<file path="src/rtl/dot_product_engine.sv">
// rtl/dot_product_engine.sv - waits for both operand vectors, strobes N reads, MACs the returned pairs
// Result and valid flag are held until the next start is accepted.
module dot_product_engine #(
  parameter int N      = 8,
  parameter int DATA_W = 8,
  parameter int ACC_W  = 19
) (
  input  logic              CLK,
  input  logic              RST_N,
  input  logic              start,
  input  logic              doneA,
  input  logic              doneB,
  input  logic [DATA_W-1:0] readDataA,
  input  logic [DATA_W-1:0] readDataB,
  output logic              RD_EN,
  output logic              busy,
  output logic [ACC_W-1:0]  result,
  output logic              result_valid
);

  localparam int CNT_W = (N > 1) ? $clog2(N) : 1;
  localparam logic [CNT_W-1:0] LAST = CNT_W'(N - 1);

  typedef enum logic [1:0] {
    S_IDLE,
    S_WAIT_LOAD,
    S_READ,
    S_DRAIN
  } state_t;

  state_t             r_state;
  logic [CNT_W-1:0]   r_cnt;
  logic [ACC_W-1:0]   r_acc;
  logic               r_rd_en;
  logic               r_rd_d;
  logic               r_busy;
  logic [ACC_W-1:0]   r_result;
  logic               r_result_valid;

  logic [2*DATA_W-1:0] w_prod;
  logic [ACC_W-1:0]    w_sum;

  assign w_prod = readDataA * readDataB;
  assign w_sum  = r_acc + ACC_W'(w_prod);

  // r_rd_d tags the cycle in which the input stage presents the pair for last cycle's strobe
  always_ff @(posedge CLK or negedge RST_N) begin
    if (!RST_N) begin
      r_state        <= S_IDLE;
      r_cnt          <= '0;
      r_acc          <= '0;
      r_rd_en        <= 1'b0;
      r_rd_d         <= 1'b0;
      r_busy         <= 1'b0;
      r_result       <= '0;
      r_result_valid <= 1'b0;
    end else begin
      r_rd_d <= r_rd_en;
      if (r_rd_d) begin
        r_acc <= w_sum;
      end
      case (r_state)
        S_IDLE: begin
          if (start) begin
            r_state        <= S_WAIT_LOAD;
            r_busy         <= 1'b1;
            r_result_valid <= 1'b0;
          end
        end
        S_WAIT_LOAD: begin
          if (doneA && doneB) begin
            r_state <= S_READ;
            r_rd_en <= 1'b1;
            r_acc   <= '0;
            r_cnt   <= '0;
          end
        end
        S_READ: begin
          r_cnt <= r_cnt + 1'b1;
          if (r_cnt == LAST) begin
            r_state <= S_DRAIN;
            r_rd_en <= 1'b0;
          end
        end
        S_DRAIN: begin
          // Final pair is still in flight here, so fold it straight into the result
          r_result       <= w_sum;
          r_result_valid <= 1'b1;
          r_busy         <= 1'b0;
          r_state        <= S_IDLE;
        end
        default: begin
          r_state <= S_IDLE;
          r_rd_en <= 1'b0;
          r_busy  <= 1'b0;
        end
      endcase
    end
  end

  assign RD_EN        = r_rd_en;
  assign busy         = r_busy;
  assign result       = r_result;
  assign result_valid = r_result_valid;

endmodule

</file>
<file path="config.mk">
export PLATFORM = sky130hd
export DESIGN_NAME = dot_product_engine
export DESIGN_NICKNAME = d
export VERILOG_FILES = /design/src/rtl/dot_product_engine.sv
export SDC_FILE = /design/constraint.sdc
export NUM_CORES = 1
export LEC_CHECK = 0
export ABC_AREA = 1
export ABC_CLOCK_PERIOD_IN_PS = 9100
export CORE_ASPECT_RATIO = 1.25
export CORE_MARGIN = 2
export CORE_UTILIZATION = 64
export CTS_CLUSTER_DIAMETER = 100
export DETAILED_ROUTE_END_ITERATION = 8
export MAX_ROUTING_LAYER = met4
export PLACE_DENSITY = 0.87
export SYNTH_ARGS = -nofsm -noshare
export SYNTH_HDL_FRONTEND = slang
export SYNTH_SLANG_ARGS = --single-unit
</file>
<file path="constraint.sdc">
create_clock -name CLK -period 9.1 [get_ports CLK]
set_clock_uncertainty 0.2 [all_clocks]
set_input_delay 1.365 -clock CLK [delete_from_list [all_inputs] [get_ports CLK]]
set_output_delay 1.365 -clock CLK [all_outputs]
set_load 0.01 [all_outputs]
</file>
==> results.yml <==
finish:
  layout.cells.most_common: "nand2_1"
  n_antenna_cell: 0
  nNetsFinal: 825
  areaGrowthSynthToFinish_pct: 10.5
  most-common-layout-cells: "218 x nand2_1, 197 x inv_1, 50 x fa_1"
  drive_gt1_share_pct: 2.12
  postLayoutCoreUtil_pct: 73.7
worst_setup_path:
  end_kind: "register"
  worst-endpoint-arrival_ps: 5810
  startpoint_type: "input port"
  path_class: "in2reg"
  cp.required_ps: 9120
  crit_path_max_fanout: 8
die:
  num_rows: 35
  start_util_pct: 66.7
  core-area_sq_mm: 0.00744
  die-area_sq_mm: 0.00848
  die_h_um: 102
  num_io_pins: 43
  die_w_um: 82.8
timing:
  worst_slew_pin_slew_ps: 1060
  fin_crit_sh_pct: 63.7
  layout_min_cycle_time_ps: 5790
  rsz0062_at_grt: "no"
  drv_slew: 0
  fmax_mhz: 173
  hold_viol_final: 0
  slew_headroom_pct: 29.1
  setup_viol: 0
  tns_ps: 0
min_path:
  min_path_type: "reg2reg"
placed_design:
  place_congestion: 0.922
  dp_hpwl_mm: 8.75
  io_buffer_count: 42
clocking:
  cts.path.max_buffers: 2
  post_cts_resized: 0
  postCtsSetupBuffers: 0
  root_buffer: "clkbuf_8"
  cts_sinks: 47
  clk_transition_reported_paths_ps: 100
  htree_levels: 2
  cts_tree: "built"
  insertion_delay_ps: 310
  postCtsHoldBufs: 0
  cts_made_buffers: 5
yosys:
  synthTopCellsByArea: "dfrtp_1 24%, fa_1 20%, nand2_1 16%, inv_1 15%, ha_1 12%"
  netlist.area_leader.share_pct: 23.7
  avgSynthCellArea_sq_um: 7.28
  ys_ff_latch: 47
  ys_types: 24
  syn-num-nets: 800
  syn-cell-area_sq_mm: 0.00497
  synth_cells: 682
  synth-seq-area-share_pct: 23.7
  synth_top_area_cell: "dfrtp_1"
  ys.warnings.count: 0
drt:
  final_antenna_net_count: 0
  vias: 4020
  first_pass_iters: 5
  drcViolationCount: 0
  drt_iter0_markers: 205
  routed_wl_mm: 10.5
  vias_per_cell: 5.03
  wl_per_cell_um: 13.2
global_route:
  grt-ovfl-total: 0
  antenna_found_initial: 0
  gr-usage-all-layers_pct: 28.9
  grt_max_degree: 48
  grt_pass1_wl_mm: 18.3
  grt_pass1_vias: 4169
status:
  status: "finished clean"
job:
  cap_violations: 0
-- layer usage --
layer / wire [um] / vias up / global-route usage, %
met5: 0 / - / -
met2: 5670 / 99 / 51.5
li1: - / 2010 / -
met1: 4310 / 1894 / 34.4
met3: 376 / 17 / 2.39
met4: 187 / 0 / 8.58
-- state kept, by name (all words and copies together), names as in the netlist --
signal        count
r_cnt             3
r_rd_d            1
result_valid      1
r_acc            19
r_state           2
result           19
RD_EN             1
busy              1
-- area by class of cell --
class | instances | area [sq um]
clock inverter | 2 | 16.3
inverter | 197 | 739
fill | 599 | 1960
clock buffer | 6 | 72.6
sequential | 47 | 1180
multi-input combinational | 414 | 2950
timing repair buffer | 42 | 415
tap | 92 | 115
-- cell families (layout without fill, tap and decap cells) --
kind of cell	Yosys count	count (layout)	share of synthesized area, %
AND/OR/NAND/NOR	262	262	21.1
buffers and inverters	221	247	16.9
adder cells (fa/ha/maj)	97	97	32.0
AO/OA/AOI/OAI	48	48	5.14
flip-flops	47	47	23.7
XOR/XNOR	7	7	1.23
-- final timing paths --
| kind | slack, ps | endpoint | startpoint | cells after the start |
|---|---|---|---|---|
| max | 3310 | r_acc[11] | readDataA[2] | 17 |
| min | 210 | r_rd_d | RD_EN | 0 |
| max reg2reg | 4780 | r_acc[11] | r_acc[6] | 18 |
| min reg2reg | 210 | r_rd_d | RD_EN | 0 |
| max in group asynchronous | 7000 | r_acc[17] | RST_N | 1 |
| min in group asynchronous | 1030 | r_rd_d | RST_N | 1 |
-- worst max-delay path: stages --
cell,delay (ps)
clkdlybuf4s50_1,690
nand2_1,130
fa_1,530
fa_1,550
inv_1,60
fa_1,530
inv_1,60
fa_1,550
inv_1,50
ha_1,350
nand2_1,120
nor2_1,210
a21oi_1,110
xor2_1,300
nand2_1,90
nand2_1,90
inv_1,30
-- cell usage after synthesis --
master    instances
nor2_1           16
nand2_1         218
nand4_1           1
clkbuf_1         19
ha_1             47
buf_4             1
dfrtp_1          47
o211ai_1          3
o21ai_1           3
fa_1             50
o21ai_0          27
inv_1           197
xor2_1            4
buf_2             4
nand2_2           4
nand3b_1          2
a21oi_1          12
nand3_2           3
nor3_1            3
nand3_1          14
o21a_1            1
and2_1            1
xnor2_1           3
a21o_1            2
-- metrics by stage --
step | setup WS [ps] | cell area [sq um] | hold WS, ps | instances
floorplan | 3880 | 4970 | 235 | 682
finish | 3310 | 5490 | 213 | 800
global placement | 3110 | 5400 | 185 | 792
global route | 3100 | 5490 | 228 | 800
CTS | 3360 | 5490 | 214 | 800
detailed placement | 3040 | 5400 | 192 | 792
Power is left out: the tool's default activity adds up to more than one toggle a clock period on the data nets, which glitch-free logic cannot reach.
